## src/rtl/spi_hw_pkg.sv

```systemverilog
// Shared constants and FSM state encoding for the SPI register-file target.
package spi_hw_pkg;

  localparam int SPI_CMD_LEN  = 16;
  localparam int SPI_DATA_LEN = 8;
  localparam int RW_BIT       = 15;

  typedef enum logic [1:0] {
    ST_IDLE = 2'd0,
    ST_CMD  = 2'd1,
    ST_WR   = 2'd2,
    ST_RD   = 2'd3
  } state_t;

endpackage

```

## src/rtl/spi_slave_regfile_if.sv

```systemverilog
// SPI bus bundle between the master and the register-file target.
// Bus protocol: a frame is SPI_SYNC low. The master moves SPI_CLK and
// drives SPI_MOSI MSB first. The target drives SPI_MISO only while
// SPI_MISO_OE is high, which happens during the read data phase only.
// There is no valid/ready flow control: each sample edge of SPI_CLK
// transfers exactly one bit in each direction.
interface spi_slave_regfile_if;
  logic SPI_CLK;
  logic SPI_SYNC;
  logic SPI_MOSI;
  logic SPI_MISO;
  logic SPI_MISO_OE;

  modport master (
    output SPI_CLK,
    output SPI_SYNC,
    output SPI_MOSI,
    input  SPI_MISO,
    input  SPI_MISO_OE
  );

  modport slave (
    input  SPI_CLK,
    input  SPI_SYNC,
    input  SPI_MOSI,
    output SPI_MISO,
    output SPI_MISO_OE
  );
endinterface

```

## src/rtl/spi_sync_edge.sv

```systemverilog
// Two-flop synchroniser for an asynchronous bus pin plus one history
// flop, giving single-cycle rise/fall pulses in the system clock domain.
module spi_sync_edge #(
  parameter bit RESET_VAL = 1'b0
) (
  input  logic clk,
  input  logic rst_n,
  input  logic d,
  output logic rise,
  output logic fall
);

  logic [2:0] s;

  // Shift the pin through two sync stages and one history stage; the reset
  // value matches the pin's idle level so release creates no false edge.
  always_ff @(posedge clk or negedge rst_n) begin
    if (!rst_n) s <= {3{RESET_VAL}};
    else        s <= {s[1:0], d};
  end

  assign rise =  s[1] & ~s[2];
  assign fall = ~s[1] &  s[2];

endmodule

```

## src/rtl/spi_slave_regfile.sv

```systemverilog
// SPI target modelling a small register file. Everything runs on
// Sys_Clock; the bus pins are oversampled and edge-detected. A local
// read/write port gives system logic access to the same registers.
module spi_slave_regfile
  import spi_hw_pkg::*;
#(
  parameter int SPI_Clock_Pority = 1,
  parameter int SPI_Edge         = 1,
  parameter int SPI_Command_Len  = SPI_CMD_LEN,
  parameter int SPI_Data_Len     = SPI_DATA_LEN,
  parameter int SPI_Read_Pority  = 1,
  parameter int REG_DEPTH        = 16,
  localparam int ADDR_W          = $clog2(REG_DEPTH)
) (
  input  logic                    Sys_Clock,
  input  logic                    nReset,
  spi_slave_regfile_if.slave      spi,
  input  logic [ADDR_W-1:0]       Loc_Rd_Addr,
  output logic [SPI_Data_Len-1:0] Loc_Rd_Data,
  input  logic                    Loc_Wr,
  input  logic [ADDR_W-1:0]       Loc_Wr_Addr,
  input  logic [SPI_Data_Len-1:0] Loc_Wr_Data,
  output logic                    Loc_Wr_Drop,
  output logic                    Wr_Strobe,
  output logic [ADDR_W-1:0]       Wr_Addr,
  output logic [SPI_Data_Len-1:0] Wr_Data,
  output logic                    Frame_Error,
  output logic                    Busy,
  output state_t                  Dbg_State
);

  localparam int CNT_W = $clog2(SPI_Command_Len);
  localparam logic [CNT_W-1:0] CMD_LAST  = CNT_W'(SPI_Command_Len - 1);
  localparam logic [CNT_W-1:0] BYTE_LAST = CNT_W'(SPI_Data_Len - 1);
  localparam bit READ_VAL = (SPI_Read_Pority != 0);

  logic [1:0] rst_pipe;
  logic       rst_n;
  logic [1:0] mosi_s;
  logic       mosi;
  logic       clk_rise, clk_fall, sync_rise, sync_fall;
  logic       sample_edge, launch_edge, in_frame, spi_wr;

  state_t                    state;
  logic [CNT_W-1:0]          bit_cnt;
  logic [SPI_Command_Len-2:0] shift_in;
  logic [SPI_Data_Len-2:0]   shift_out;
  logic [ADDR_W-1:0]         addr;
  logic [ADDR_W-1:0]         addr_inc;
  logic [ADDR_W-1:0]         cmd_addr;
  logic [SPI_Data_Len-1:0]   byte_next;
  logic                      miso, oe;
  logic [SPI_Data_Len-1:0]   regs [REG_DEPTH];

  // Reset asserts immediately but releases synchronously to Sys_Clock.
  always_ff @(posedge Sys_Clock or negedge nReset) begin
    if (!nReset) rst_pipe <= 2'b00;
    else         rst_pipe <= {rst_pipe[0], 1'b1};
  end
  assign rst_n = rst_pipe[1];

  spi_sync_edge #(.RESET_VAL(SPI_Clock_Pority != 0)) u_clk_sync (
    .clk  (Sys_Clock),
    .rst_n(rst_n),
    .d    (spi.SPI_CLK),
    .rise (clk_rise),
    .fall (clk_fall)
  );

  spi_sync_edge #(.RESET_VAL(1'b1)) u_sync_sync (
    .clk  (Sys_Clock),
    .rst_n(rst_n),
    .d    (spi.SPI_SYNC),
    .rise (sync_rise),
    .fall (sync_fall)
  );

  // MOSI only needs synchronising; its two stages keep it aligned with the
  // detected clock edge.
  always_ff @(posedge Sys_Clock or negedge rst_n) begin
    if (!rst_n) mosi_s <= 2'b00;
    else        mosi_s <= {mosi_s[0], spi.SPI_MOSI};
  end
  assign mosi = mosi_s[1];

  // Edge roles, next-address helpers and the SPI write-this-cycle flag.
  always_comb begin
    sample_edge = (SPI_Edge != 0) ? clk_rise : clk_fall;
    launch_edge = (SPI_Edge != 0) ? clk_fall : clk_rise;
    addr_inc    = addr + 1'b1;
    cmd_addr    = {shift_in[ADDR_W-2:0], mosi};
    byte_next   = {shift_in[SPI_Data_Len-2:0], mosi};
    in_frame    = (state != ST_IDLE) && !sync_rise && !sync_fall;
    spi_wr      = in_frame && (state == ST_WR) && sample_edge && (bit_cnt == BYTE_LAST);
  end

  // Frame FSM, shifters, address counter, register array and local port.
  always_ff @(posedge Sys_Clock or negedge rst_n) begin
    if (!rst_n) begin
      state       <= ST_IDLE;
      bit_cnt     <= '0;
      shift_in    <= '0;
      shift_out   <= '0;
      addr        <= '0;
      miso        <= 1'b0;
      oe          <= 1'b0;
      Wr_Strobe   <= 1'b0;
      Wr_Addr     <= '0;
      Wr_Data     <= '0;
      Frame_Error <= 1'b0;
      Loc_Wr_Drop <= 1'b0;
      Loc_Rd_Data <= '0;
      for (int i = 0; i < REG_DEPTH; i++) regs[i] <= '0;
    end else begin
      Wr_Strobe   <= 1'b0;
      Frame_Error <= 1'b0;
      Loc_Wr_Drop <= 1'b0;
      Loc_Rd_Data <= regs[Loc_Rd_Addr];

      if (sync_rise) begin
        // A non-zero bit count means the frame ended inside a command or byte.
        if (state != ST_IDLE && bit_cnt != '0) Frame_Error <= 1'b1;
        state   <= ST_IDLE;
        bit_cnt <= '0;
        miso    <= 1'b0;
        oe      <= 1'b0;
      end else if (sync_fall) begin
        state   <= ST_CMD;
        bit_cnt <= '0;
        miso    <= 1'b0;
        oe      <= 1'b0;
      end else begin
        case (state)
          ST_CMD: begin
            if (sample_edge) begin
              shift_in <= {shift_in[SPI_Command_Len-3:0], mosi};
              if (bit_cnt == CMD_LAST) begin
                bit_cnt <= '0;
                addr    <= cmd_addr;
                if (shift_in[RW_BIT-1] == READ_VAL) begin
                  // First read byte goes out before the next sample edge.
                  state     <= ST_RD;
                  shift_out <= regs[cmd_addr][SPI_Data_Len-2:0];
                  miso      <= regs[cmd_addr][SPI_Data_Len-1];
                  oe        <= 1'b1;
                end else begin
                  state <= ST_WR;
                end
              end else begin
                bit_cnt <= bit_cnt + 1'b1;
              end
            end
          end
          ST_WR: begin
            if (sample_edge) begin
              shift_in <= {shift_in[SPI_Command_Len-3:0], mosi};
              if (bit_cnt == BYTE_LAST) begin
                regs[addr] <= byte_next;
                Wr_Strobe  <= 1'b1;
                Wr_Addr    <= addr;
                Wr_Data    <= byte_next;
                addr       <= addr_inc;
                bit_cnt    <= '0;
              end else begin
                bit_cnt <= bit_cnt + 1'b1;
              end
            end
          end
          ST_RD: begin
            if (sample_edge) begin
              if (bit_cnt == BYTE_LAST) begin
                addr      <= addr_inc;
                shift_out <= regs[addr_inc][SPI_Data_Len-2:0];
                miso      <= regs[addr_inc][SPI_Data_Len-1];
                bit_cnt   <= '0;
              end else begin
                bit_cnt <= bit_cnt + 1'b1;
              end
            end else if (launch_edge && bit_cnt != '0) begin
              // The launch edge right after a (re)load is skipped: bit 7 is
              // already on the wire.
              miso      <= shift_out[SPI_Data_Len-2];
              shift_out <= {shift_out[SPI_Data_Len-3:0], 1'b0};
            end
          end
          default: ;
        endcase
      end

      // The SPI write owns the array in its cycle; a local write then is lost.
      if (Loc_Wr) begin
        if (spi_wr) Loc_Wr_Drop <= 1'b1;
        else        regs[Loc_Wr_Addr] <= Loc_Wr_Data;
      end
    end
  end

  assign spi.SPI_MISO    = miso;
  assign spi.SPI_MISO_OE = oe;
  assign Busy            = (state != ST_IDLE);
  assign Dbg_State       = state;

endmodule
```

## src/flat_wrapper.sv

```systemverilog
// flat-port wrapper written by rule: the top's interface ports become plain ports
module spi_slave_regfile_flat import spi_hw_pkg::*;
#(
  parameter int SPI_Clock_Pority = 1,
  parameter int SPI_Edge         = 1,
  parameter int SPI_Command_Len  = SPI_CMD_LEN,
  parameter int SPI_Data_Len     = SPI_DATA_LEN,
  parameter int SPI_Read_Pority  = 1,
  parameter int REG_DEPTH        = 16,
  localparam int ADDR_W          = $clog2(REG_DEPTH)
)
  (Sys_Clock, nReset, Loc_Rd_Addr, Loc_Rd_Data, Loc_Wr, Loc_Wr_Addr, Loc_Wr_Data, Loc_Wr_Drop, Wr_Strobe, Wr_Addr, Wr_Data, Frame_Error, Busy, Dbg_State, spi_SPI_CLK, spi_SPI_SYNC, spi_SPI_MOSI, spi_SPI_MISO, spi_SPI_MISO_OE);
  spi_slave_regfile_if spi_i ();
  input  logic Sys_Clock;
  input  logic nReset;
  input  logic [ADDR_W-1:0] Loc_Rd_Addr;
  output logic [SPI_Data_Len-1:0] Loc_Rd_Data;
  input  logic Loc_Wr;
  input  logic [ADDR_W-1:0] Loc_Wr_Addr;
  input  logic [SPI_Data_Len-1:0] Loc_Wr_Data;
  output logic Loc_Wr_Drop;
  output logic Wr_Strobe;
  output logic [ADDR_W-1:0] Wr_Addr;
  output logic [SPI_Data_Len-1:0] Wr_Data;
  output logic Frame_Error;
  output logic Busy;
  output state_t Dbg_State;
  input wire logic [$bits(spi_i.SPI_CLK)-1:0] spi_SPI_CLK;
  input wire logic [$bits(spi_i.SPI_SYNC)-1:0] spi_SPI_SYNC;
  input wire logic [$bits(spi_i.SPI_MOSI)-1:0] spi_SPI_MOSI;
  output wire logic [$bits(spi_i.SPI_MISO)-1:0] spi_SPI_MISO;
  output wire logic [$bits(spi_i.SPI_MISO_OE)-1:0] spi_SPI_MISO_OE;
  assign spi_i.SPI_CLK = spi_SPI_CLK;
  assign spi_i.SPI_SYNC = spi_SPI_SYNC;
  assign spi_i.SPI_MOSI = spi_SPI_MOSI;
  assign spi_SPI_MISO = spi_i.SPI_MISO;
  assign spi_SPI_MISO_OE = spi_i.SPI_MISO_OE;
  spi_slave_regfile #(.SPI_Clock_Pority(SPI_Clock_Pority), .SPI_Edge(SPI_Edge), .SPI_Command_Len(SPI_Command_Len), .SPI_Data_Len(SPI_Data_Len), .SPI_Read_Pority(SPI_Read_Pority), .REG_DEPTH(REG_DEPTH)) u_core (.Sys_Clock(Sys_Clock), .nReset(nReset), .spi(spi_i), .Loc_Rd_Addr(Loc_Rd_Addr), .Loc_Rd_Data(Loc_Rd_Data), .Loc_Wr(Loc_Wr), .Loc_Wr_Addr(Loc_Wr_Addr), .Loc_Wr_Data(Loc_Wr_Data), .Loc_Wr_Drop(Loc_Wr_Drop), .Wr_Strobe(Wr_Strobe), .Wr_Addr(Wr_Addr), .Wr_Data(Wr_Data), .Frame_Error(Frame_Error), .Busy(Busy), .Dbg_State(Dbg_State));
endmodule
```

## config.mk

```make
export PLATFORM = sky130hd
export DESIGN_NAME = spi_slave_regfile_flat
export DESIGN_NICKNAME = d
export VERILOG_FILES = /design/src/rtl/spi_hw_pkg.sv /design/src/rtl/spi_slave_regfile_if.sv /design/src/rtl/spi_sync_edge.sv /design/src/rtl/spi_slave_regfile.sv /design/src/flat_wrapper.sv
export SDC_FILE = /design/constraint.sdc
export NUM_CORES = 1
export LEC_CHECK = 0
export BUFFER_PORTS_ARGS = -buffer_cell sky130_fd_sc_hd__buf_4
export CAP_MARGIN = 20
export CORE_MARGIN = 4
export CORE_UTILIZATION = 55
export CTS_CLUSTER_SIZE = 25
export DETAILED_ROUTE_END_ITERATION = 10
export PLACE_DENSITY = 0.72
export RECOVER_POWER = 25
export SETUP_SLACK_MARGIN = 0.5
export SYNTH_ARGS = -nofsm -noshare
export SYNTH_HDL_FRONTEND = slang
export SYNTH_SLANG_ARGS = --single-unit
```

## constraint.sdc

```tcl
create_clock -name Sys_Clock -period 8.3 [get_ports Sys_Clock]
set_input_delay 1.66 -clock Sys_Clock [delete_from_list [all_inputs] [get_ports Sys_Clock]]
set_output_delay 1.66 -clock Sys_Clock [all_outputs]
set_load 0.1 [all_outputs]
```

Word-level counts from Yosys, hierarchy flattened
Cells that the tools add are included.

word-level totals
  output and inout port bits = 28
  bits of input ports = 22
  logic and storage cells = 177
  flip-flop bits (word level) = 195

operators by class
  bitwise operators = 15
  muxes and demuxes = 71
  order comparisons = 7
  add/subtract/negate cells = 2
  reduce and logical (&&, ||, !) cells = 31
  equal/unequal tests = 18

operator list
  cell                 count
  $mux 128             7
  $bwmux 128           2
  $bmux 8 s4           3
  $demux 8 s4          2
  $mux 8               8
  $mux 7               6
  $mux 4               10
  $ge 5x5->1 const B   5
  $not 4->5            5
  $mux 1               24
  $ne 4x1->1 const B   4
  $pmux 4 s2           2
  $pmux 7 s2           1
  $reduce_bool 3->1    4
  $reduce_bool 4->1    3
  $lt 5x1->1 const B   2
  $mux 2               5
  $ne 2x1->1 const B   5
  $logic_and 1x1->1    9
  $add 4x1->4 const B  2
  $reduce_and 4->1     2
  $reduce_and 8->1     1
  $reduce_and 7->1     1
  $not 1->1            6
  16 further kinds     25

Logic depth before layout (Yosys ltp)
  word-level depth = 14
  depth in mapped cells = 11
  mapped depth without buffers = 7

Hierarchy
Synthesis repeated with hierarchy kept, for this count alone.

unflattened totals
  cell total of the unflattened synthesis = 1065
  area, all modules = 11939.0 µm²

modules (own cells, without submodules)
  module             instances  area each (µm²)  cells an instance  sequential area each (µm²)
  spi_slave_regfile  1          11751.3          1055               4729.5
  spi_sync_edge      2          93.8             5                  78.8

Worst setup path before layout
Ideal clock, no wire load.

  kind = flip-flop to output port
  start point = register u_core.state[1] (netlist: u_core.Dbg_State[1])
  end point = output port Busy
  required time = 6640 ps
  path slack = 4560 ps
  path buffers = 0
  stages on the path, launching flop included = 4
  data arrival time = 2080 ps
  cells stage by stage = dfrtp_1 -> inv_1 -> ha_1 -> inv_1

between the ends
  cells in the longest elaborated chain, start to end = 1

ends and longest elaborated chain
  what                    line                      source
  from (decl)             spi_slave_regfile.sv:44   state_t state;
  from (signal assigned)  spi_slave_regfile.sv:100  state <= ST_IDLE;
  from (signal assigned)  spi_slave_regfile.sv:123  state <= ST_IDLE;
  from (signal assigned)  spi_slave_regfile.sv:128  state <= ST_CMD;
  $reduce_bool 2->1       spi_slave_regfile.sv:200  assign Busy = (state != ST_IDLE);
  to (decl)               flat_wrapper.sv:26        output logic Busy;

No other way between the ends.

==> results by group <==
Outcome
  • Status: finished with violations
  • Failing checks: capacitance limit, slew limit

Floorplanning
  • Boundary Pins: 50
  • Core area: 22000 sq um
  • Starting utilization of the core area: 56.4%
  • Floorplan die width: 158 um
  • Chip height: 158 um
  • Std cell rows: 54
  • Die outline area: 25000 sq um

Worst setup path
  • Endpoint required time on the critical path: 8910 ps
  • Worst Path Max Fanout: 70
  • Crit path kind: flip-flop to asynchronous set/reset pin
  • Crit end category: asynchronous set/reset pin
  • Sort of element at the start of the critical path: flip-flop
  • Slowest Stage Delay on Critical Path: 2270 ps
  • Cell breakdown of the critical path: clkbuf_1, buf_4, buf_16
  • Data arrival at the endpoint of the critical path: 5540 ps
  • Slowest-stage cell, CP: sky130_fd_sc_hd__dfrtp_1

Finish
  • Filler cell count: 1792
  • Highest-count cells in the layout ignoring fill and taps: sky130_fd_sc_hd__dfrtp_1, sky130_fd_sc_hd__mux2i_1, sky130_fd_sc_hd__nor2_1
  • Layout overhead on the synthesized area: 7.76%
  • Final instance count without filler cells: 1350
  • Final design area excluding fillers: 13400 sq um
  • Most frequent standard cell in the layout excluding fill and tap cells: sky130_fd_sc_hd__dfrtp_1
  • Proportion of layout cells with a drive suffix above 1: 26.0%
  • Nets: 1092
  • Total area of multi-input combinational cells: 7000 sq um
  • Footprint of the flip-flops and latches: 4890 sq um

Placed design
  • Dpl cell area: 12700 sq um
  • Placed cell count: 1315
  • Placer congestion estimate: 0.930
  • HPWL reported at the end of detailed placement: 23.4 mm
  • # port buffers: 49

Power and ir drop
  • Reported net switching power: 1.56 mW
  • Sequential group share of total power: 37.0%
  • Switching part of the total: 39.9%
  • Power density over the cells: 292 nW/um^2
  • Worst VDD drop: 0.000156 V
  • Static leakage power: 5.97 nW
  • Part of the total power dissipated in the clock network: 21.7%
  • Design internal power: 2.35 mW
  • Share of power burned in combinational logic: 41.3%

STA
  • RSZ-0062 raised after global routing: no
  • Relative slew margins: -88.8%
  • Final Max Tran Viols: 118
  • Number of endpoints failing setup at the final stage: 0
  • Final hold violation count: 0
  • Timing-limited maximum frequency: 0.203 GHz
  • Measured slew at the worst slew-check pin: 2830 ps
  • Final clock skew: 15.4 ps
  • Total Neg Setup Slack: 0 ps
  • Tcrit/Tclk final: 59.4%
  • Clock period minus worst slack: 4930 ps

Drt
  • Wire length after detailed routing: 32.9 mm
  • Pre-antenna DRT Iters: 5
  • Number of vias per cell: 6.69
  • WL per Instance: 24.4 um
  • Number of routed nets with antenna violations: 0
  • Iter 0 DRT Violations: 961
  • Routed vias: 9025
  • DR DRC count: 0

Yosys
  • Top area cells in the synthesized netlist: sky130_fd_sc_hd__dfrtp_1, sky130_fd_sc_hd__mux4_2, sky130_fd_sc_hd__mux2i_1
  • Number of different library cells in the post-synthesis netlist: 66
  • Most area-hungry cell type in the Yosys netlist: sky130_fd_sc_hd__dfrtp_1
  • Synth Area per Inst: 11.6 sq um
  • Number of enable flip-flop cells after synthesis: 0
  • Cell count after synthesis: 1074
  • Netlist area before placement: 12400 sq um
  • Part of the Yosys area used for sequential elements: 39.4%
  • Synth Flop Type: sky130_fd_sc_hd__dfrtp_1
  • Area share of the largest cell type after synthesis: 38.1%
  • Proportion of register bits with asynchronous set or reset after synthesis: 100%
  • Yosys synthesis warning count: 0
  • Synthesized flop and latch total: 195
  • Synthesized Nets: 1110

Global route
  • Grt met1 use: 37.4%
  • Via count of the first global-routing pass: 8710
  • GR peak layer: met2
  • Total grt overflow: 0
  • Met3 demand-to-capacity share in global routing: 5.27%
  • Number of antenna violations at the first check in global routing: 1
  • First-pass GRT wire length: 51.8 mm
  • Met2 Resource Use GR: 43.9%
  • Largest net degree at the start of global routing: 80
  • GRT Overall Usage: 27.3%

Clocking
  • Count of instances resized after the clock tree is built: 0
  • Number of buffers added to fix hold violations after cts: 0
  • Number of buffers created by CTS: 17
  • Clock tree from TritonCTS: done
  • Root Buffer Master: sky130_fd_sc_hd__clkbuf_16
  • Clock sink count: 195
  • H-tree levels: 4
  • Post-CTS setup buffer count: 0
  • Deepest clock path buffer count: 2
  • Clock latency on the worst-skew pair: 460 ps
  • Clock-pin slew on the worst setup and hold paths: 80 ps

Job
  • # Max-Cap Violations: 2

Hold path
  • Worst hold path class: flip-flop to flip-flop
power by group through the flow:
stage / Sequential (mW) / Clock [mW] / Combinational [mW]
6_report: 1.45 / 0.850 / 1.61
5_1_grt: 1.47 / 0.896 / 1.73
4_1_cts: 1.44 / 0.859 / 1.61
3_5_place_dp: 1.46 / 0 / 1.60
3_3_place_gp: 1.45 / 0 / 1.57
2_1_floorplan: 1.43 / 0 / 1.23
layout make-up:
class / count / share of cell area, %
clock inverter: 15 / 1.37
multi-input combinational: 768 / 52.3
clock buffer: 17 / 3.18
tap: 280 / 2.62
antenna: 1 / 0.0187
timing repair buffer: 63 / 3.63
sequential: 195 / 36.5
inverter: 11 / 0.309
synth_stat cells (all sizes together) (8+ instances only):
| library cell | count |
|---|---|
| a21oi | 99 |
| a22oi | 12 |
| and2 | 9 |
| buf | 43 |
| clkbuf | 57 |
| dfrtp | 189 |
| ha | 14 |
| inv | 11 |
| mux2 | 31 |
| mux2i | 150 |
| mux4 | 104 |
| nand2 | 86 |
| nand4 | 8 |
| nor2 | 117 |
| nor3 | 10 |
| o21ai | 49 |
| o22ai | 8 |
kinds of logic after synthesis:
| family | share of synthesized area [%] |
|---|---|
| muxes | 33.8 |
| DFF | 39.4 |
| adders and majority gates | 1.41 |
| other | 0.0302 |
| AOI/OAI and AO/OA | 9.31 |
| and+or+nand+nor | 11.5 |
| buffers and inverters | 4.33 |
| xor gates and xnor gates | 0.272 |
path summary, 6_finish.rpt:
| path | start | to | slack [ps] | depth (start not counted) |
|---|---|---|---|---|
| min in group asynchronous | nReset | u_core.rst_pipe[1]$_DFF_PN0_ | 980 | 1 |
| setup reg to reg | u_core.rst_pipe[1]$_DFF_PN0_ | u_core.regs[101]$_DFF_PN0_ | 3370 | 3 |
| setup / recovery | u_core.rst_pipe[1]$_DFF_PN0_ | u_core.regs[101]$_DFF_PN0_ | 3370 | 3 |
| hold / removal | u_core.mosi_s[0]$_DFF_PN0_ | u_core.mosi_s[1]$_DFF_PN0_ | 350 | 0 |
| hold reg to reg | u_core.mosi_s[0]$_DFF_PN0_ | u_core.mosi_s[1]$_DFF_PN0_ | 350 | 0 |
| max in group Sys_Clock | u_core.addr[0]$_DFFE_PN0P_ | u_core.shift_out[0]$_DFFE_PN0P_ | 4920 | 9 |
routing by layer:
layer | vias to the layer above | share of wire (%) | wire, um
li1 | 3959 | - | -
met1 | 4548 | 40 | 13000
met2 | 444 | 50 | 16300
met3 | 74 | 7.6 | 2510
met4 | 0 | 3.3 | 1070
met5 | - | 0 | 0
per-stage QoR:
| step | setup WS (ps) | total power, mW | hold WS, ps | util [%] |
|---|---|---|---|---|
| floorplan | 2470 | 2.66 | 331 | - |
| global placement | 4940 | 3.02 | 335 | 57.9 |
| detailed placement | 4850 | 3.06 | 337 | 57.9 |
| CTS | 4920 | 3.91 | 356 | 60.6 |
| global route | 2330 | 4.10 | 374 | 60.7 |
| finish | 3370 | 3.91 | 355 | 60.7 |
worst max-delay path, delay by kind of cell (launching register included):
kind	cells	cell delay [ps]
buffers and inverters	3	2720
flip-flops	1	2270
registers in the layout, indices dropped and copies added, names as in the netlist, 3 cells and up:
register / cells
u_core.regs: 128
u_core.shift_in: 15
u_core.Loc_Rd_Data: 8
u_core.Wr_Data: 8
u_core.shift_out: 7
u_core.Wr_Addr: 4
u_core.addr: 4
u_core.bit_cnt: 4
u_core.u_clk_sync.s: 3
u_core.u_sync_sync.s: 3
Note: power is estimated with default switching activity, not from simulation.
